## src/rtl/scrolling_seg_display.sv

```systemverilog
// Multiplexed common-anode 7-segment driver with a writable
// hex message buffer that scrolls across the digits.
module scrolling_seg_display #(
    parameter int NUM_DIGITS    = 4,
    parameter int MSG_LEN       = 16,
    parameter int SCAN_DIV      = 16,
    parameter int STEPS_PER_DIG = 4,
    parameter int GUARD         = 1,
    parameter int SCROLL_FRAMES = 64,
    localparam int AW           = $clog2(MSG_LEN)
) (
    input  logic                  clk,
    input  logic                  reset,
    input  logic                  enable,
    input  logic                  dir,
    input  logic                  pause,
    input  logic                  load_we,
    input  logic [AW-1:0]         load_addr,
    input  logic [3:0]            load_data,
    output logic [NUM_DIGITS-1:0] an,
    output logic [6:0]            seg,
    output logic                  dp,
    output logic [AW-1:0]         scroll_pos,
    output logic                  frame_done
);

    localparam int PW  = (SCAN_DIV > 1) ? $clog2(SCAN_DIV) : 1;
    localparam int SW  = (NUM_DIGITS > 1) ? $clog2(NUM_DIGITS) : 1;
    localparam int PHW = $clog2(STEPS_PER_DIG);
    localparam int FW  = (SCROLL_FRAMES > 1) ? $clog2(SCROLL_FRAMES) : 1;

    logic [PW-1:0]         presc;
    logic [SW-1:0]         slot;
    logic [PHW-1:0]        phase;
    logic [FW-1:0]         frame_cnt;
    logic [3:0]            msg [MSG_LEN];
    logic [3:0]            char_q;
    logic                  tick;
    logic                  last_slot;
    logic                  last_phase;
    logic                  in_guard;
    logic                  addr_ok;
    logic [AW:0]           idx_sum;
    logic [AW-1:0]         idx;
    logic [3:0]            cur_char;
    logic [SW-1:0]         dig;
    logic [NUM_DIGITS-1:0] an_n;
    logic                  dp_n;

    function automatic logic [6:0] decode(input logic [3:0] c);
        logic [6:0] s;
        unique case (c)
            4'h0: s = 7'h01;
            4'h1: s = 7'h4F;
            4'h2: s = 7'h12;
            4'h3: s = 7'h06;
            4'h4: s = 7'h4C;
            4'h5: s = 7'h24;
            4'h6: s = 7'h20;
            4'h7: s = 7'h0F;
            4'h8: s = 7'h00;
            4'h9: s = 7'h04;
            4'hA: s = 7'h08;
            4'hB: s = 7'h60;
            4'hC: s = 7'h31;
            4'hD: s = 7'h42;
            4'hE: s = 7'h30;
            default: s = 7'h38;
        endcase
        return s;
    endfunction

    assign tick       = (presc == PW'(SCAN_DIV - 1)) && enable;
    assign last_slot  = (slot == SW'(NUM_DIGITS - 1));
    assign last_phase = (phase == PHW'(STEPS_PER_DIG - 1));
    assign in_guard   = (phase < PHW'(GUARD));
    assign dig        = SW'(NUM_DIGITS - 1) - slot;

    if (MSG_LEN == (1 << AW)) begin : g_full
        assign addr_ok = 1'b1;
    end else begin : g_part
        assign addr_ok = (load_addr < AW'(MSG_LEN));
    end

    // Message index for the current slot, wrapped into the buffer
    always_comb begin
        idx_sum = {1'b0, scroll_pos} + (AW + 1)'(slot);
        if (idx_sum >= (AW + 1)'(MSG_LEN))
            idx_sum = idx_sum - (AW + 1)'(MSG_LEN);
        idx = idx_sum[AW-1:0];
    end

    // Next anode / dp pattern and the character shown in this slot
    always_comb begin
        an_n = '1;
        if (!in_guard)
            an_n[dig] = 1'b0;
        dp_n     = !(pause && last_slot && !in_guard);
        cur_char = (phase == '0) ? msg[idx] : char_q;
    end

    // Scan prescaler, held at zero while disabled
    always_ff @(posedge clk or posedge reset) begin
        if (reset)
            presc <= '0;
        else if (!enable || tick)
            presc <= '0;
        else
            presc <= presc + 1'b1;
    end

    // Slot/phase walk across the digits
    always_ff @(posedge clk or posedge reset) begin
        if (reset) begin
            slot  <= '0;
            phase <= '0;
        end else if (!enable) begin
            slot  <= '0;
            phase <= '0;
        end else if (tick) begin
            if (last_phase) begin
                phase <= '0;
                slot  <= last_slot ? '0 : slot + 1'b1;
            end else begin
                phase <= phase + 1'b1;
            end
        end
    end

    // Frame counting, frame pulse and scroll stepping
    always_ff @(posedge clk or posedge reset) begin
        if (reset) begin
            frame_cnt  <= '0;
            scroll_pos <= '0;
            frame_done <= 1'b0;
        end else begin
            frame_done <= 1'b0;
            if (tick && last_slot && last_phase) begin
                frame_done <= 1'b1;
                if (frame_cnt == FW'(SCROLL_FRAMES - 1)) begin
                    frame_cnt <= '0;
                    if (!pause) begin
                        if (!dir)
                            scroll_pos <= (scroll_pos == AW'(MSG_LEN - 1)) ?
                                          '0 : scroll_pos + 1'b1;
                        else
                            scroll_pos <= (scroll_pos == '0) ?
                                          AW'(MSG_LEN - 1) : scroll_pos - 1'b1;
                    end
                end else begin
                    frame_cnt <= frame_cnt + 1'b1;
                end
            end
        end
    end

    // Registered pin drive; character latched at the start of each slot
    always_ff @(posedge clk or posedge reset) begin
        if (reset) begin
            an     <= '1;
            seg    <= 7'h7F;
            dp     <= 1'b1;
            char_q <= '0;
        end else if (!enable) begin
            an <= '1;
            dp <= 1'b1;
        end else if (tick) begin
            an     <= an_n;
            seg    <= decode(cur_char);
            dp     <= dp_n;
            char_q <= cur_char;
        end
    end

    // Message buffer; a same-edge latch still sees the old entry
    always_ff @(posedge clk or posedge reset) begin
        if (reset) begin
            for (int i = 0; i < MSG_LEN; i++)
                msg[i] <= 4'(i % 16);
        end else if (load_we && addr_ok) begin
            msg[load_addr] <= load_data;
        end
    end

endmodule

```

## config.mk

```make
export PLATFORM = sky130hd
export DESIGN_NAME = scrolling_seg_display
export DESIGN_NICKNAME = d
export VERILOG_FILES = /design/src/rtl/scrolling_seg_display.sv
export SDC_FILE = /design/constraint.sdc
export NUM_CORES = 1
export LEC_CHECK = 0
export BUFFER_PORTS_ARGS = -buffer_cell sky130_fd_sc_hd__buf_2
export CORE_ASPECT_RATIO = 2
export CORE_UTILIZATION = 60
export DETAILED_ROUTE_END_ITERATION = 8
export PLACE_DENSITY = 0.78
export SYNTH_ARGS = -nofsm -noshare
export SYNTH_HDL_FRONTEND = slang
export SYNTH_SLANG_ARGS = --single-unit
```

## constraint.sdc

```tcl
create_clock -name clk -period 9 [get_ports clk]
set_input_delay 0.9 -clock clk [delete_from_list [all_inputs] [get_ports clk]]
set_output_delay 0.9 -clock clk [all_outputs]
set_load 0.005 [all_outputs]
```

=== Yosys cells after proc, flatten, opt, wreduce, memory -nomap -nowiden ===
Memory sizes are Yosys's and may differ from the RTL's. A register that Yosys moved wholly into a read port is not among the register bits.
Index checks and enable logic that the tools add are counted.

* $lt $le $gt $ge: 7
* Bitwise gates (word level): 4
* Eq/ne operators: 7
* $add $sub $neg: 9
* Mux-type cells: 28
* Reduce and logical (&&, ||, !) cells: 16

{| class="wikitable"
|+ Operator list
! kind !! number
|-
| 64-bit bitwise mux || 1
|-
| 4-bit 2-to-1 mux || 12
|-
| 4-bit binary-select mux with 4-bit select || 1
|-
| 4-bit demux with 4-bit select || 1
|-
| 5-bit >= comparator (second input constant) || 3
|-
| 2-bit 2-to-1 mux || 7
|-
| 4-bit NOT with 5-bit output || 2
|-
| 4-bit by 1-bit adder with 4-bit output (second input constant) || 2
|-
| 4-bit equality test (second input constant) || 2
|-
| 4-bit by 1-bit subtractor with 4-bit output (second input constant) || 2
|-
| 1-bit logical AND || 7
|-
| 6-bit by 1-bit adder with 6-bit output (second input constant) || 1
|-
| 6-bit equality test (second input constant) || 1
|-
| 6-bit 2-to-1 mux || 1
|-
| 4-bit by 2-bit adder with 5-bit output || 1
|-
| 5-bit by 1-bit less-than comparator with 1-bit output (second input constant) || 1
|-
| 2-bit by 1-bit adder with 2-bit output (second input constant) || 2
|-
| 2-bit equality test (second input constant) || 2
|-
| 4-bit logical NOT || 1
|-
| 1-bit 2-to-1 mux || 4
|-
| 2-bit by 1-bit inequality test with 1-bit output (second input constant) || 2
|-
| 4-bit NOT || 1
|-
| 2-bit AND reduction || 2
|-
| 1-bit logical NOT || 3
|-
| other kinds (9) || 9
|}

* Register bits after elaboration: 92
* Bits in read-only memories: 112
* Word-level logic and storage cells: 97
* Memories kept: 1
* Output and inout port bits: 17

{| class="wikitable"
|+ Memory list
! name !! depth !! bits a word !! read ports !! clocked after memory_dff !! wr ports !! RTL line !! text
|-
| (name not given) || 16 || 7 || 1 || 1 || 0 || 52 || <nowiki>unique case (c)</nowiki>
|}

=== Longest topological paths before layout ===
Gate-level depths: netlist of the first run.

* Depth after elaboration: 9
* Mapped depth: 14
* Depth with buffers taken out: 12

=== Worst setup path after synthesis of the first run ===
OpenSTA, ideal clock, no wires.

* Kind: register to register
* Start: register scroll_pos[0]
* End: register seg[3]
* Path slack: 5.498 ns
* Arrival time: 3.419 ns
* Cell stages (with the launch flop): 14
* Cell sequence: dfrtp_1 -> ha_1 -> fa_1 -> clkbuf_2 -> buf_1 -> mux4_2 -> mux2_2 -> nand3_1 -> o221a_2 -> inv_1 -> ha_1 -> mux2_1 -> o22ai_1 -> o21ai_2

* Cells in the longest elaborated chain, start to end: 8
* Elaborated cells on any way between the ends: 9
* Classes of those cells: add/sub (2); order compare (1); mux (5); bitwise (1)

{| class="wikitable"
|+ Ends and longest elaborated chain
! element !! RTL line !! text
|-
| start, declared || 23 || <nowiki>output logic [AW-1:0] scroll_pos,</nowiki>
|-
| start signal, assigned || 144 || <nowiki>scroll_pos <= (scroll_pos == AW'(MSG_LEN - 1)) ?</nowiki>
|-
| start signal, assigned || 147 || <nowiki>scroll_pos <= (scroll_pos == '0) ?</nowiki>
|-
| 4-bit by 2-bit adder with 5-bit output * || 87 || <nowiki>idx_sum = {1'b0, scroll_pos} + (AW + 1)'(slot);</nowiki>
|-
| 4-bit by 1-bit subtractor with 4-bit output or 5-bit >= comparator (tied branches) || 89, 88 ||
|-
| 4-bit 2-to-1 mux * || 88 || <nowiki>if (idx_sum >= (AW + 1)'(MSG_LEN))</nowiki>
|-
| 4-bit NOT with 5-bit output (implied by the code) * || 99 || <nowiki>cur_char = (phase == '0) ? msg[idx] : char_q;</nowiki>
|-
| 4-bit binary-select mux with 4-bit select * || 99 ||
|-
| 4-bit 2-to-1 mux (implied by the code) * (2 in a row) || 99 ||
|-
| 4-bit 2-to-1 mux * || 99 ||
|-
| named net cur_char[0] || 45 || <nowiki>logic [3:0] cur_char;</nowiki>
|-
| end, declared || 21 || <nowiki>output logic [6:0] seg,</nowiki>
|}

The timed path passes the listed nets; every way through them passes the cells marked *. The select of a mux whose other input is x is not followed.
A chain may end at the register's enable or synchronous reset.

=== Worst setup path after layout of the first run ===
* Start: register scroll_pos[0]
* End: register seg[0]

Same word-level chain as after synthesis.

==> results of run 1 <==
synthesized netlist by cell type, drive strengths merged, types with 5 or more instances:
master / count
nand2b: 8
buf: 8
nor3: 8
dfstp: 44
nand3: 18
inv: 18
clkbuf: 12
mux2i: 8
o21ai: 16
xnor2: 5
nor2: 25
nand2: 31
mux2: 69
ha: 21
mux4: 16
dfrtp: 55
a21oi: 8
sequential cells by signal, summed over array words and instances, names as in the netlist:
| signal | count |
|---|---|
| msg | 64 |
| frame_cnt | 6 |
| dp | 1 |
| phase | 2 |
| char_q | 4 |
| slot | 2 |
| seg | 7 |
| frame_done | 1 |
| an | 4 |
| scroll_pos | 4 |
| presc | 4 |
per-stage QoR:
stage,power [µW],hold WS (ns),instance area [µm²]
6_report,1144,0.4730,5679
5_1_grt,1196,0.4927,5679
4_1_cts,1151,0.4742,5679
3_5_place_dp,768.8,0.4636,5384
3_3_place_gp,758.4,0.4643,5384
2_1_floorplan,719.7,0.4422,5205
kinds of logic (layout without fill, tap and decap cells):
| group | after synthesis | in the layout | share of synthesized area |
|---|---|---|---|
| and+or+nand+nor | 112 | 112 | 0.1038 |
| DFF | 99 | 99 | 0.4865 |
| muxes | 93 | 93 | 0.2353 |
| AOI/OAI and AO/OA | 50 | 50 | 0.07044 |
| buffers and inverters | 38 | 65 | 0.03293 |
| adders and majority gates | 22 | 22 | 0.05433 |
| xor gates and xnor gates | 9 | 9 | 0.01659 |
power by group through the flow:
stage | combinational, µW | clock, µW | sequential (µW)
2_1_floorplan | 155 | 0 | 564
3_3_place_gp | 180 | 0 | 578
3_5_place_dp | 187 | 0 | 581
4_1_cts | 189 | 387 | 574
5_1_grt | 205 | 408 | 583
6_report | 188 | 381 | 575
critical path: cells and delay by family, from the launching register on:
| kind | cells | cell delay (ns) |
|---|---|---|
| mux | 3 | 0.76 |
| flops | 1 | 0.46 |
| simple gates | 2 | 0.37 |
| fa+ha+maj | 3 | 1.48 |
| buf+inv | 1 | 0.26 |
| compound gates | 2 | 0.45 |
layer usage:
metal,vias up,wire length (µm)
met5,-,0
met4,0,361
met3,22,316
met2,69,5701
met1,1679,3863
li1,1549,-
final cells by class:
type                       instances  area [µm²]  share of cell area
inverter                          18       70.07             0.01234
tap                               98       122.6             0.02159
clock buffer                      10       229.0             0.04032
sequential                        99        2532              0.4459
timing repair buffer              31       157.7             0.02776
clock inverter                     6       66.31             0.01168
multi-input combinational        286        2501              0.4404
worst paths after layout:
check                                             to                      start  slack, ns
hold / removal                    seg[3]$_DFFE_PP1P_         seg[3]$_DFFE_PP1P_       0.47
setup reg to reg                  seg[0]$_DFFE_PP1P_  scroll_pos[0]$_DFFE_PP0P_       5.15
hold reg to reg                   seg[3]$_DFFE_PP1P_         seg[3]$_DFFE_PP1P_       0.47
setup / recovery                  seg[0]$_DFFE_PP1P_  scroll_pos[0]$_DFFE_PP0P_       5.15
min in group asynchronous  scroll_pos[2]$_DFFE_PP0P_                      reset       0.50
max in group asynchronous        msg[57]$_DFFE_PP0P_                      reset       7.26
==> flow_metrics.env, run 1 <==
export IMPL_timing_final_ws_setup_ns=5.147
export IMPL_fillers=588
export IMPL_grt_max_degree=79
export IMPL_die_area_um2=9074
export IMPL_num_vias=3319
export IMPL_dp_cells=532
export IMPL_power_leakage_uw=0.002430
export IMPL_row_count=47
export IMPL_dp_hpwl_mm=7.328
export IMPL_crit_arrival_ns=4.12
export IMPL_maxCapViolCount=0
export IMPL_overflow=0
export IMPL_antenna_found_initial=0
export IMPL_grtUsageMet2=0.4466
export IMPL_crit_type="register to register"
export IMPL_layoutNonFillerInstCount=548
export IMPL_avgSynthCellArea_um2=12.30
export IMPL_swShare=0.2530
export IMPL_cts_max_level=3
export IMPL_cellPowerDensity_nw_per_um2=201.5
export IMPL_cts_root_buf="clkbuf_16"
export IMPL_max_stage_delay_ns=1.01
export IMPL_hold_viol_final=0
export IMPL_area_growth_syn_to_layout_pct=9.111
export IMPL_fin_crit_sh=0.4282
export IMPL_fin_nets=481
export IMPL_min_period_ns=3.853
export IMPL_synth_area_top_cells="dfrtp_1 26%, dfstp_2 22%, mux2_2 14%"
export IMPL_viasPerCell=6.057
export IMPL_synth_edf_count=0
export IMPL_synth_nets=459
export IMPL_antenna_cells=0
export IMPL_drt_iter0_markers=195
export IMPL_grt_pass1_vias=3418
export IMPL_fmaxAchievable_mhz=259.5
export IMPL_setup_viol=0
export IMPL_slew_headroom=0.3529
export IMPL_hold_class="register to register"
export IMPL_slowest_stage="fa_1"
export IMPL_numCtsBuffers=9
export IMPL_critPathMaxFanout=16
export IMPL_place_gp_congestion=0.8787
export IMPL_yosys_area_top_type="dfrtp_1"
export IMPL_finish_utilization=0.6801
export IMPL_grt_pass1_wl_mm=16.97
export IMPL_synth_cell_types=52
export IMPL_worstRegToRegCells=11
export IMPL_syn_inst=423
export IMPL_worstPathCellList="ha_1, fa_1, mux4_2, mux2_2, nand3_1, o221ai_1, inv_1, ha_1, mux2i_1, or2_2, a31oi_1"
export IMPL_cpMostUsedCell="ha_1"
export IMPL_min_delay_path_depth=2
export IMPL_slew_violations=0
export IMPL_clock_skew_ns=0.007032
export IMPL_peakVddDrop_uv=115.3
export IMPL_postRouteAntennaNets=0
export IMPL_synth_top_area_frac=0.2644
export IMPL_cp_start_kind="register"
export IMPL_ios=31
export IMPL_synth_flop_cell="dfrtp_1"
export IMPL_worst_pin_slew_ns=0.9707
export IMPL_yosys_warnings=0
export IMPL_final_cell_mix="67 x mux2_2, 55 x dfrtp_1, 44 x dfstp_2"
export IMPL_tns_ns=0
export IMPL_grt_most_used_layer="met2"
export IMPL_layout_drive_gt1_share=0.4089
export IMPL_p_int_uw=854.8
export IMPL_post_place_ws_ns=5.213
export IMPL_dr_pass1_iters=5
export IMPL_routed_wl_mm=10.24
export IMPL_io_buffer_count=30
export IMPL_p_comb_frac=0.164
export IMPL_wire_per_inst_um=18.69
export IMPL_die_w_um=67.86
export IMPL_clock_power_share=0.333
export IMPL_fp_dieH_um=133.7
export IMPL_clk_path_buf_depth=2
export IMPL_numClockSinks=99
export IMPL_worst_skew_pair_late_latency_ns=0.34
export IMPL_layout_commonest_cell="mux2_2"
export IMPL_path_clk_slew_ns=0.07
export IMPL_outcome="finished clean"
export IMPL_power_frac_seq=0.503
export IMPL_synth_cell_area_um2=5205
export IMPL_power_switching_uw=289.4
export IMPL_hold_buffers=0
export IMPL_drc=0
export IMPL_grt_util_all_layers=0.2568
export IMPL_cts_tree="built"
export IMPL_core_um2=8351
export IMPL_ys_seq_elements=99
export IMPL_seq_area_frac_synth=0.4865
export IMPL_met1_usage=0.2915
export IMPL_synth_async_reset_ratio=1.000
export IMPL_cts_setup_buffers=0
export IMPL_rsz0062_at_grt="no"
export IMPL_worst_setup_path_end_kind="register"
export IMPL_use_met3=0.04966
export IMPL_cp_required_ns=9.27
export IMPL_initial_core_util=0.6233
export IMPL_post_cts_resize_count=0
Power figures use the tool's default switching activity.
==> inputs of run 2 (changes only) <==
ABC_AREA = 1   (was default)
clock period = 3.6 ns   (was 9 ns; I/O delays follow)
==> run 2 against run 1 <==
Compared with the run above: via count up 35%; core utilization down 0.076 points; power rose to 2.5 times the previous value; cell area up 2.7%; area after synthesis up 1.6%; worst setup slack worse by 4.7 ns; wire length up 21%; clock skew down 0.0014 ns; combinational power up 150%; maximum frequency up 23%; critical path depth up 2; die area up 1.6%; critical endpoint unchanged.
==> flow_metrics.env, run 2 <==
export IMPL_cellPowerDensity_nw_per_um2=495.6
export IMPL_initial_core_util=0.6158
export IMPL_synth_nets=698
export IMPL_grt_util_all_layers=0.3018
export IMPL_tns_ns=0
export IMPL_worst_pin_slew_ns=0.6358
export IMPL_synth_cell_area_um2=5289
export IMPL_numCtsBuffers=9
export IMPL_worst_setup_path_end_kind="register"
export IMPL_peakVddDrop_uv=297.5
export IMPL_clk_path_buf_depth=2
export IMPL_cp_start_kind="register"
export IMPL_final_cell_mix="194 x nand2_1, 86 x o21ai_0, 72 x inv_1"
export IMPL_routed_wl_mm=12.39
export IMPL_die_area_um2=9217
export IMPL_crit_arrival_ns=3.43
export IMPL_setup_viol=0
export IMPL_die_w_um=68.39
export IMPL_layoutNonFillerInstCount=796
export IMPL_seqCellArea_um2=2532
export IMPL_rsz0062_at_grt="no"
export IMPL_antenna_cells=0
export IMPL_wire_per_inst_um=15.57
export IMPL_cts_setup_buffers=0
export IMPL_layout_commonest_cell="nand2_1"
export IMPL_power_leakage_uw=0.002871
export IMPL_design_area_um2=5834
export IMPL_grt_max_degree=43
export IMPL_clock_skew_ns=0.005605
export IMPL_drc=0
export IMPL_finish_utilization=0.6793
export IMPL_outcome="finished clean"
export IMPL_multiInputGateArea_um2=2370
export IMPL_place_gp_congestion=0.8992
export IMPL_worst_skew_pair_late_latency_ns=0.35
export IMPL_regMostFlops="msg"
export IMPL_synth_cell_types=37
export IMPL_yosysMostFrequentCell="nand2_1"
export IMPL_min_period_ns=3.131
export IMPL_hold_viol_final=0
export IMPL_largestRegisters="msg: 64 flops, seg: 7 flops, frame_cnt: 6 flops"
export IMPL_cts_max_level=3
export IMPL_area_growth_syn_to_layout_pct=10.31
export IMPL_synth_flop_cell="dfrtp_1"
export IMPL_min_delay_path_depth=2
export IMPL_largest_reg_flops=64
export IMPL_numClockSinks=99
export IMPL_synth_top_area_frac=0.2602
export IMPL_num_vias=4480
export IMPL_hold_class="input port to register"
export IMPL_synth_area_top_cells="dfrtp_1 26%, dfstp_2 22%, nand2_1 14%"
export IMPL_fin_hold_ws_ns=0.2230
export IMPL_yosys_warnings=0
export IMPL_ios=31
export IMPL_fp_dieH_um=134.8
export IMPL_fmaxAchievable_mhz=319.4
export IMPL_yosys_area_top_type="dfrtp_1"
export IMPL_crit_type="register to register"
export IMPL_row_count=48
export IMPL_fin_nets=727
export IMPL_core_um2=8588
export IMPL_grt_pass1_wl_mm=20.51
export IMPL_seq_area_frac_synth=0.4788
export IMPL_slew_violations=0
export IMPL_dp_cells=779
export IMPL_placed_area_um2=5505
export IMPL_fillers=724
export IMPL_cts_tree="built"
export IMPL_critPathMaxFanout=17
export IMPL_cp_required_ns=3.90
export IMPL_ys_top_cells_by_count="194 x nand2_1, 86 x o21ai_0, 73 x inv_1"
export IMPL_slew_headroom=0.5756
export IMPL_overflow=0
export IMPL_maxCapViolCount=0
export IMPL_antenna_found_initial=0
export IMPL_ys_seq_elements=99
export IMPL_drt_iter0_markers=414
export IMPL_io_buffer_count=30
export IMPL_postRouteAntennaNets=0
export IMPL_syn_inst=662
export IMPL_layout_drive_gt1_share=0.1667
export IMPL_dr_pass1_iters=5
export IMPL_cts_root_buf="clkbuf_16"
export IMPL_avgSynthCellArea_um2=7.989
export IMPL_dp_hpwl_mm=8.996
export IMPL_synth_async_reset_ratio=1.000
export IMPL_worstRegToRegCells=13
export IMPL_path_clk_slew_ns=0.07
export IMPL_grt_pass1_vias=4442
export IMPL_viasPerCell=5.628
export IMPL_fin_crit_sh=0.8698
export IMPL_synth_edf_count=0
==> run 2: cell types whose count changed after synthesis, moves of 9 or more <==
cell     change
inv_1       +55
mux2_2      -67
mux4_2      -15
nand2_1    +163
nand3_1     +47
nor2_1      +15
o21ai_0     +71
o21ai_1      +9
==> run 2: area by class of cell <==
class | count | share of cell area
multi-input cells | 468 | 0.4062
flip-flops and latches | 99 | 0.4341
clock inverters | 6 | 0.01544
inverters | 77 | 0.04975
clock buffers | 10 | 0.03925
well taps | 100 | 0.02145
repair buffers | 36 | 0.03388
==> run 2: path summary, 6_finish.rpt <==
path	startpoint	endpoint	slack, ns
max	scroll_pos[0]$_DFFE_PP0P_	seg[0]$_DFFE_PP1P_	0.47
min	pause	dp$_DFFE_PP1N_	0.22
max reg2reg	scroll_pos[0]$_DFFE_PP0P_	seg[0]$_DFFE_PP1P_	0.47
min reg2reg	presc[0]$_DFF_PP0_	presc[0]$_DFF_PP0_	0.47
max in group asynchronous	reset	msg[46]$_DFFE_PP1P_	2.17
min in group asynchronous	reset	phase[1]$_DFFE_PP0N_	0.54
==> run 2: power breakdown <==
group / switching, µW / total (µW) / internal (µW)
clock: 419 / 1030 / 610
sequential: 77.0 / 1400 / 1320
combinational: 306 / 462 / 156
==> run 2: cells by family (layout without fill, tap and decap cells) <==
family,Yosys count,count (layout),synth area share
DFF,99,99,0.4788
xor gates and xnor gates,7,7,0.01656
AOI/OAI and AO/OA,115,115,0.1128
adders and majority gates,22,22,0.05347
buffers and inverters,95,129,0.07310
and+or+nand+nor,324,324,0.2652
==> run 2: what timing repair did <==
| item | in CTS | in global routing |
|---|---|---|
| resized for setup | 0 | 0 |
| hold buffers | 1 | 0 |
| hold endpoints to repair | 2 | 0 |
==> run 2: through the flow <==
step                      power (µW)  worst slack [ns]
final                           2891            0.4688
after global routing            3030            0.2300
after CTS                       2899            0.5045
after detailed placement        1869            0.5474
after global placement          1843            0.6724
after floorplan                 1729            0.7224
==> run 2: layer usage <==
metal	share of wire	global-route usage
met1	0.37	0.3157
met2	0.52	0.5169
met3	0.048	0.06166
met4	0.059	0.2014
met5	0	0
==> run 2: worst max-delay path: stages, from the launching register on <==
cell and delay [ns]:
dfrtp_1 0.41, ha_1 0.25, fa_1 0.91, inv_2 0.21, o211ai_1 0.15, nand3_1 0.10, nand3_1 0.12, nand3_1 0.08
nand2_1 0.21, ha_1 0.18, inv_1 0.06, o21ai_1 0.23, nand3_1 0.11, nand2_1 0.07
